**src/rtl/dp_pkg.sv**
```systemverilog
// Shared definitions for the bus datapath.
//   alu_op_e : ALU operation codes carried on alu_op
//   SEL_*    : bus-select offsets added to NREG for the non-register sources
package dp_pkg;

  typedef enum logic [3:0] {
    AluAdd      = 4'd0,
    AluSub      = 4'd1,
    AluAnd      = 4'd2,
    AluOr       = 4'd3,
    AluShr      = 4'd4,
    AluShra     = 4'd5,
    AluShl      = 4'd6,
    AluRor      = 4'd7,
    AluRol      = 4'd8,
    AluNeg      = 4'd9,
    AluNot      = 4'd10,
    AluMul      = 4'd11,
    AluReserved = 4'd12
  } alu_op_e;

  localparam int unsigned SEL_HI  = 0;
  localparam int unsigned SEL_LO  = 1;
  localparam int unsigned SEL_ZHI = 2;
  localparam int unsigned SEL_ZLO = 3;
  localparam int unsigned SEL_EXT = 4;

endpackage

```
**src/rtl/dp_mul.sv**
```systemverilog
// Iterative radix-2 signed shift-add multiplier.
//   clk, reset : clock, asynchronous active-low reset
//   start      : latch opA/opB and begin (ignored while busy)
//   opA, opB   : signed operands
//   busy       : iteration in progress (DATA_W cycles)
//   last       : final iteration edge is the next clock edge
//   product    : combinational next accumulator; full product while last is high
module dp_mul #(
  parameter int unsigned DATA_W = 32
) (
  input  logic                clk,
  input  logic                reset,
  input  logic                start,
  input  logic [DATA_W-1:0]   opA,
  input  logic [DATA_W-1:0]   opB,
  output logic                busy,
  output logic                last,
  output logic [2*DATA_W-1:0] product
);

  localparam int unsigned CNT_W = $clog2(DATA_W);

  logic [2*DATA_W-1:0] accQ;
  logic [2*DATA_W-1:0] mcandQ;
  logic [2*DATA_W-1:0] addend;
  logic [DATA_W-1:0]   mplierQ;
  logic [CNT_W-1:0]    cntQ;
  logic                busyQ;

  assign busy = busyQ;
  assign last = busyQ && (cntQ == CNT_W'(DATA_W - 1));

  // The multiplier sign bit carries weight -2^(DATA_W-1), so the final step subtracts.
  always_comb begin
    addend = '0;
    if (mplierQ[0]) begin
      addend = last ? -mcandQ : mcandQ;
    end
    product = accQ + addend;
  end

  always_ff @(posedge clk or negedge reset) begin
    if (!reset) begin
      accQ    <= '0;
      mcandQ  <= '0;
      mplierQ <= '0;
      cntQ    <= '0;
      busyQ   <= 1'b0;
    end else if (start && !busyQ) begin
      accQ    <= '0;
      mcandQ  <= {{DATA_W{opA[DATA_W-1]}}, opA};
      mplierQ <= opB;
      cntQ    <= '0;
      busyQ   <= 1'b1;
    end else if (busyQ) begin
      accQ    <= product;
      mcandQ  <= mcandQ << 1;
      mplierQ <= mplierQ >> 1;
      cntQ    <= cntQ + 1'b1;
      if (last) begin
        busyQ <= 1'b0;
      end
    end
  end

endmodule

```
**src/rtl/bus_datapath.sv**
```systemverilog
// Single-bus CPU datapath: register bank, HI/LO, Y, 2xDATA_W Z, single-cycle ALU and
// optional iterative signed multiplier. Build option: define DP_MUL_EN to include dp_mul;
// without it opcode MUL behaves as reserved and alu_busy is tied low.
//   clk, reset      : clock, asynchronous active-low reset
//   bus_sel         : bus source (registers, HI, LO, ZHI, ZLO, ext_in; others read 0)
//   ext_in          : external source
//   ba_zero         : register 0 reads as zero
//   reg_wr_en/addr  : load bus into a general register
//   y_in/hi_in/lo_in: load bus into Y / HI / LO
//   alu_op/alu_start: start Z <= op(Y, bus)
//   bus_out         : combinational bus value
//   alu_busy        : multiply in progress
//   alu_done        : one-cycle completion pulse
module bus_datapath
  import dp_pkg::*;
#(
  parameter int unsigned  DATA_W = 32,
  parameter int unsigned  NREG   = 16,
  localparam int unsigned SEL_W  = $clog2(NREG + 5)
) (
  input  logic                    clk,
  input  logic                    reset,
  input  logic [SEL_W-1:0]        bus_sel,
  input  logic [DATA_W-1:0]       ext_in,
  input  logic                    ba_zero,
  input  logic                    reg_wr_en,
  input  logic [$clog2(NREG)-1:0] reg_wr_addr,
  input  logic                    y_in,
  input  logic                    hi_in,
  input  logic                    lo_in,
  input  logic [3:0]              alu_op,
  input  logic                    alu_start,
  output logic [DATA_W-1:0]       bus_out,
  output logic                    alu_busy,
  output logic                    alu_done
);

  localparam int unsigned RA_W = $clog2(NREG);
  localparam int unsigned SH_W = $clog2(DATA_W);

  localparam logic [SEL_W-1:0] CodeHi  = SEL_W'(NREG + SEL_HI);
  localparam logic [SEL_W-1:0] CodeLo  = SEL_W'(NREG + SEL_LO);
  localparam logic [SEL_W-1:0] CodeZhi = SEL_W'(NREG + SEL_ZHI);
  localparam logic [SEL_W-1:0] CodeZlo = SEL_W'(NREG + SEL_ZLO);
  localparam logic [SEL_W-1:0] CodeExt = SEL_W'(NREG + SEL_EXT);

`ifdef DP_MUL_EN
  localparam bit MulEn = 1'b1;
`else
  localparam bit MulEn = 1'b0;
`endif

  logic [DATA_W-1:0]   regFile [NREG];
  logic [DATA_W-1:0]   hiQ, loQ, yQ, zHiQ, zLoQ;
  logic                doneQ;
  logic [DATA_W-1:0]   busVal;
  logic [DATA_W-1:0]   aluResult;
  logic [SH_W-1:0]     shAmt;
  logic [SH_W-1:0]     shInv;
  logic                startOk;
  logic                isMul;
  logic                mulBusy;
  logic                mulLast;
  logic [2*DATA_W-1:0] mulProduct;

  // Bus mux
  always_comb begin
    busVal = '0;
    case (bus_sel)
      CodeHi:  busVal = hiQ;
      CodeLo:  busVal = loQ;
      CodeZhi: busVal = zHiQ;
      CodeZlo: busVal = zLoQ;
      CodeExt: busVal = ext_in;
      default: begin
        if (bus_sel < CodeHi && !(bus_sel == '0 && ba_zero)) begin
          busVal = regFile[bus_sel[RA_W-1:0]];
        end
      end
    endcase
  end

  assign bus_out = busVal;

  // Single-cycle ALU: A = Y, B = bus; shift amounts are modulo DATA_W.
  assign shAmt = busVal[SH_W-1:0];
  assign shInv = -shAmt;

  always_comb begin
    aluResult = '0;
    case (alu_op_e'(alu_op))
      AluAdd:  aluResult = yQ + busVal;
      AluSub:  aluResult = yQ - busVal;
      AluAnd:  aluResult = yQ & busVal;
      AluOr:   aluResult = yQ | busVal;
      AluShr:  aluResult = yQ >> shAmt;
      AluShra: aluResult = $signed(yQ) >>> shAmt;
      AluShl:  aluResult = yQ << shAmt;
      AluRor:  aluResult = (yQ >> shAmt) | (yQ << shInv);
      AluRol:  aluResult = (yQ << shAmt) | (yQ >> shInv);
      AluNeg:  aluResult = -busVal;
      AluNot:  aluResult = ~busVal;
      default: aluResult = '0;
    endcase
  end

  assign startOk = alu_start && !mulBusy;
  assign isMul   = MulEn && (alu_op == AluMul);

`ifdef DP_MUL_EN
  dp_mul #(
    .DATA_W (DATA_W)
  ) uMul (
    .clk     (clk),
    .reset   (reset),
    .start   (startOk && isMul),
    .opA     (yQ),
    .opB     (busVal),
    .busy    (mulBusy),
    .last    (mulLast),
    .product (mulProduct)
  );
`else
  assign mulBusy    = 1'b0;
  assign mulLast    = 1'b0;
  assign mulProduct = '0;
`endif

  assign alu_busy = mulBusy;
  assign alu_done = doneQ;

  // Register bank, HI/LO and Y all capture the current bus value.
  always_ff @(posedge clk or negedge reset) begin
    if (!reset) begin
      for (int i = 0; i < NREG; i++) begin
        regFile[i] <= '0;
      end
      hiQ <= '0;
      loQ <= '0;
      yQ  <= '0;
    end else begin
      if (reg_wr_en && ({1'b0, reg_wr_addr} < (RA_W + 1)'(NREG))) begin
        regFile[reg_wr_addr] <= busVal;
      end
      if (hi_in) hiQ <= busVal;
      if (lo_in) loQ <= busVal;
      if (y_in)  yQ  <= busVal;
    end
  end

  // Z and completion pulse; the multiplier owns Z only at its final edge.
  always_ff @(posedge clk or negedge reset) begin
    if (!reset) begin
      zHiQ  <= '0;
      zLoQ  <= '0;
      doneQ <= 1'b0;
    end else begin
      doneQ <= 1'b0;
      if (mulLast) begin
        {zHiQ, zLoQ} <= mulProduct;
        doneQ        <= 1'b1;
      end else if (startOk && !isMul) begin
        zHiQ  <= '0;
        zLoQ  <= aluResult;
        doneQ <= 1'b1;
      end
    end
  end

endmodule

```
**config.mk**
```make
export PLATFORM = sky130hd
export DESIGN_NAME = bus_datapath
export DESIGN_NICKNAME = d
export VERILOG_FILES = /design/src/rtl/dp_pkg.sv /design/src/rtl/dp_mul.sv /design/src/rtl/bus_datapath.sv
export SDC_FILE = /design/constraint.sdc
export NUM_CORES = 2
export LEC_CHECK = 0
export ABC_CLOCK_PERIOD_IN_PS = 6300
export CAP_MARGIN = 30
export CORE_MARGIN = 5
export CORE_UTILIZATION = 35
export CTS_CLUSTER_DIAMETER = 150
export DETAILED_ROUTE_END_ITERATION = 16
export PLACE_DENSITY_LB_ADDON = 0.15
export RECOVER_POWER = 25
export SETUP_SLACK_MARGIN = 0.5
export SYNTH_ARGS = -nofsm -noshare
export SYNTH_HDL_FRONTEND = slang
export SYNTH_SLANG_ARGS = --single-unit
```
**constraint.sdc**
```tcl
create_clock -name clk -period 6.3 [get_ports clk]
set_input_delay 0.945 -clock clk [delete_from_list [all_inputs] [get_ports clk]]
set_output_delay 0.945 -clock clk [all_outputs]
set_load 0.03 [all_outputs]
```
==> results.json <==
{
  "worst_ep_required_time_ps": 6830,
  "placed_area_um2": 45200,
  "fin_crit_ps": 5500,
  "synthCells": 4643,
  "worstHoldPathType": "flip-flop to flip-flop",
  "wl_met3_um": 16400,
  "setup_violations": 0,
  "fin_worst_skew_ps": 35.4,
  "crit_path_end_kind": "flip-flop",
  "syn2layout_area_growth_pct": 16.7,
  "dr_total_vias": 37300,
  "wl_per_cell_um": 29.8,
  "die_area_um2": 124000,
  "synthArstFlopShare_pct": 100,
  "synth_edf_count": 0,
  "die_h_um": 352,
  "core-area_um2": 116000,
  "start_util_pct": 35.3,
  "p_per_area_nw_per_um2": 297,
  "routed-wl-met2_um": 78500,
  "top_layer": "met5",
  "path_delay_family": "compound AO/OA/AOI/OAI gates",
  "synthTopCellsByCount": "830 x nand2_1, 642 x o21ai_0, 641 x dfrtp_1, 326 x nor2_1, 321 x clkbuf_1",
  "synth.most_common_cell": "nand2_1",
  "path_max_fanout": 28,
  "final.period_utilization_pct": 87.4,
  "slew-limit-headroom_pct": -133,
  "status": "finished with violations",
  "grt-ovfl-total": 0,
  "clk_latency_ps": 640,
  "fin_tns_setup_ps": 0,
  "ys_seq_area_share_pct": 39.2,
  "synth_area_leader_cell": "dfrtp_1",
  "synth.net_count": 4793,
  "fmax_ghz": 0.182,
  "crit_buf_inv": 3,
  "drtPass1Iterations": 6,
  "syn_area_per_cell_um2": 8.82,
  "antenna_left": 0,
  "numCtsBuffers": 76,
  "ys_warn_count": 0,
  "synth.top_cell.area_share_pct": 39.2,
  "synth-seq-cells": 641,
  "drc": 0,
  "io-pin-count": 87,
  "rows": 125,
  "cpPeakStageDelay_ps": 520,
  "worst_pin_slew_ps": 3500,
  "design_area_um2": 47800,
  "cts_tree": "done",
  "finalNonFillerCells": 6298,
  "fin_nets": 4862,
  "crit_arrival_ps": 6030,
  "crit_type": "input port to flip-flop",
  "synth_area_um2": 41000,
  "cp_cell_sequence": "clkdlybuf4s50_1, nor3b_2, and3_1, buf_4, a22oi_1, nand2_1, a21oi_2, ha_1, a21o_1, a21o_1, a21oi_1, o221ai_1, a311oi_2, nor2_1, o21ai_0, buf_4, o311a_1, o21ai_0, a2111oi_0, o311ai_1, o22a_1",
  "synthDistinctLibCells": 96,
  "synth_flop_cell": "dfrtp_1",
  "drt_iter0_markers": 4238,
  "h-tree-depth": 3,
  "grt_pass1_wl_um": 270000,
  "yosys-top-cells-area": "dfrtp_1 39%, mux4_2 7.9%, o21ai_0 7.8%",
  "cts.root.buffer_cell": "clkbuf_16",
  "finalPower_mw": 14.2,
  "fill_cells": 11700,
  "grt_pass1_vias": 35500,
  "drive_gt1_share_pct": 15.6,
  "antenna_found_initial": 10,
  "drv_slew": 291,
  "die_width_um": 352,
  "cts_sinks": 641,
  "clk_pin_slew_ps": 60,
  "final_hold_viol_count": 0,
  "p_leak_nw": 21.1,
  "gp_congestion": 1.04,
  "track_usage_pct": 29.4,
  "clock_path_buffers": 3,
  "wirelength_um": 188000,
  "grt_max_degree": 152,
  "drv_cap": 3,
  "dp_hpwl_um": 137000,
  "cp-start-kind": "input port",
  "ir_drop_mv": 0.205,
  "vias_per_cell": 5.92,
  "io_buffers": 85,
  "place_inst": 6158,
  "violations": "max-capacitance violations, max-slew violations",
  "m1WireLength_um": 87600,
  "rsz0062_at_grt": "false",
  "slowest_stage": "clkdlybuf4s50_1"
}
## power by group
group / switching [mW] / total, mW / internal, mW
registers: 0.326 / 4.90 / 4.57
logic: 2.98 / 4.68 / 1.70
clock network: 1.90 / 4.64 / 2.74
total: 5.21 / 14.2 / 9.01
## metrics by stage
step	hold WS, ps	setup slack, ps	util [%]
after floorplan	444	506	-
after global placement	456	351	38.8
after detailed placement	465	260	38.9
after CTS	232	917	41.1
after global routing	491	493	41.1
final	474	796	41.1
## worst register-to-register path, cell delays in order (launching register included)
cell and delay, ps:
dfrtp_1 390, mux2_2 260, mux4_2 510, a32oi_1 160, buf_4 140, and2_4 160
inv_4 50, ha_1 190, inv_1 80, fa_1 280, a2111oi_0 140, nor3_1 380
a221oi_1 150, buf_4 160, or4b_1 670, a41oi_1 660, a41oi_1 230, xnor2_1 180
nand2_1 80, a31oi_1 190
## placed cells by master (no fill, tap or decap), types with 34 or more instances in the layout
master,count
dfrtp_1,641
clkdlybuf4s50_1,70
o21ai_0,640
mux2i_1,260
mux4_2,144
a31oi_1,35
inv_1,87
clkbuf_16,77
a22oi_1,78
a21oi_1,280
buf_4,313
o211ai_1,38
nor2_1,324
xnor2_1,34
a211oi_1,53
nand2_1,818
ha_1,94
nand3_1,53
a21o_1,49
a221oi_1,35
nor3_1,48
## routing by layer
metal	vias up	GRT usage (%)
met5	-	0
met4	4	7.33
met3	254	6.96
met2	1584	42.5
met1	18600	44.2
li1	16800	-
## layout make-up
class | count | area, um^2 | share of cell area, %
Antenna cell | 5 | 12.5 | 0.0262
Clock buffer | 108 | 2230 | 4.67
Clock inverter | 27 | 393 | 0.822
Inverter | 94 | 363 | 0.759
Multi-Input combinational cell | 3473 | 23000 | 48.2
Sequential cell | 641 | 16000 | 33.6
Tap cell | 1524 | 1910 | 3.99
Timing Repair Buffer | 426 | 3820 | 7.98
## path summary, 6_finish.rpt
path	startpoint	to	slack [ps]	cells past startpoint
max in group asynchronous	reset	yQ[18]	1400	2
min in group asynchronous	reset	regFile[62]	1500	1
max	bus_sel[4]	zLoQ[26]	800	21
min reg2reg	regFile[396]	regFile[396]	470	2
max reg2reg	regFile[32]	zLoQ[28]	1180	19
min	regFile[396]	regFile[396]	470	2
## logic make-up after synthesis
group                    count (synthesis)  share of synthesized area [%]
multiplexers                           438                           15.2
flip-flops                             641                           39.2
AO/OA/AOI/OAI                         1462                           21.5
other                                    1                        0.00915
adder cells (fa/ha/maj)                 98                           3.03
XOR/XNOR                                54                           1.24
AND/OR/NAND/NOR                       1420                           14.4
buffers and inverters                  529                           5.39
## state kept, by name, summed over array words and instances, names as in the netlist
name,cells
hiQ,32
yQ,32
alu_done,1
loQ,32
zLoQ,32
regFile,512
## timing repair
action,CTS,global route
endpoints found under the hold margin,0,0
setup endpoints to repair,0,1
buffers inserted,0,0
hold buffers,0,0
resized for setup,0,1
No activity file was read; power rests on OpenSTA's default activity.
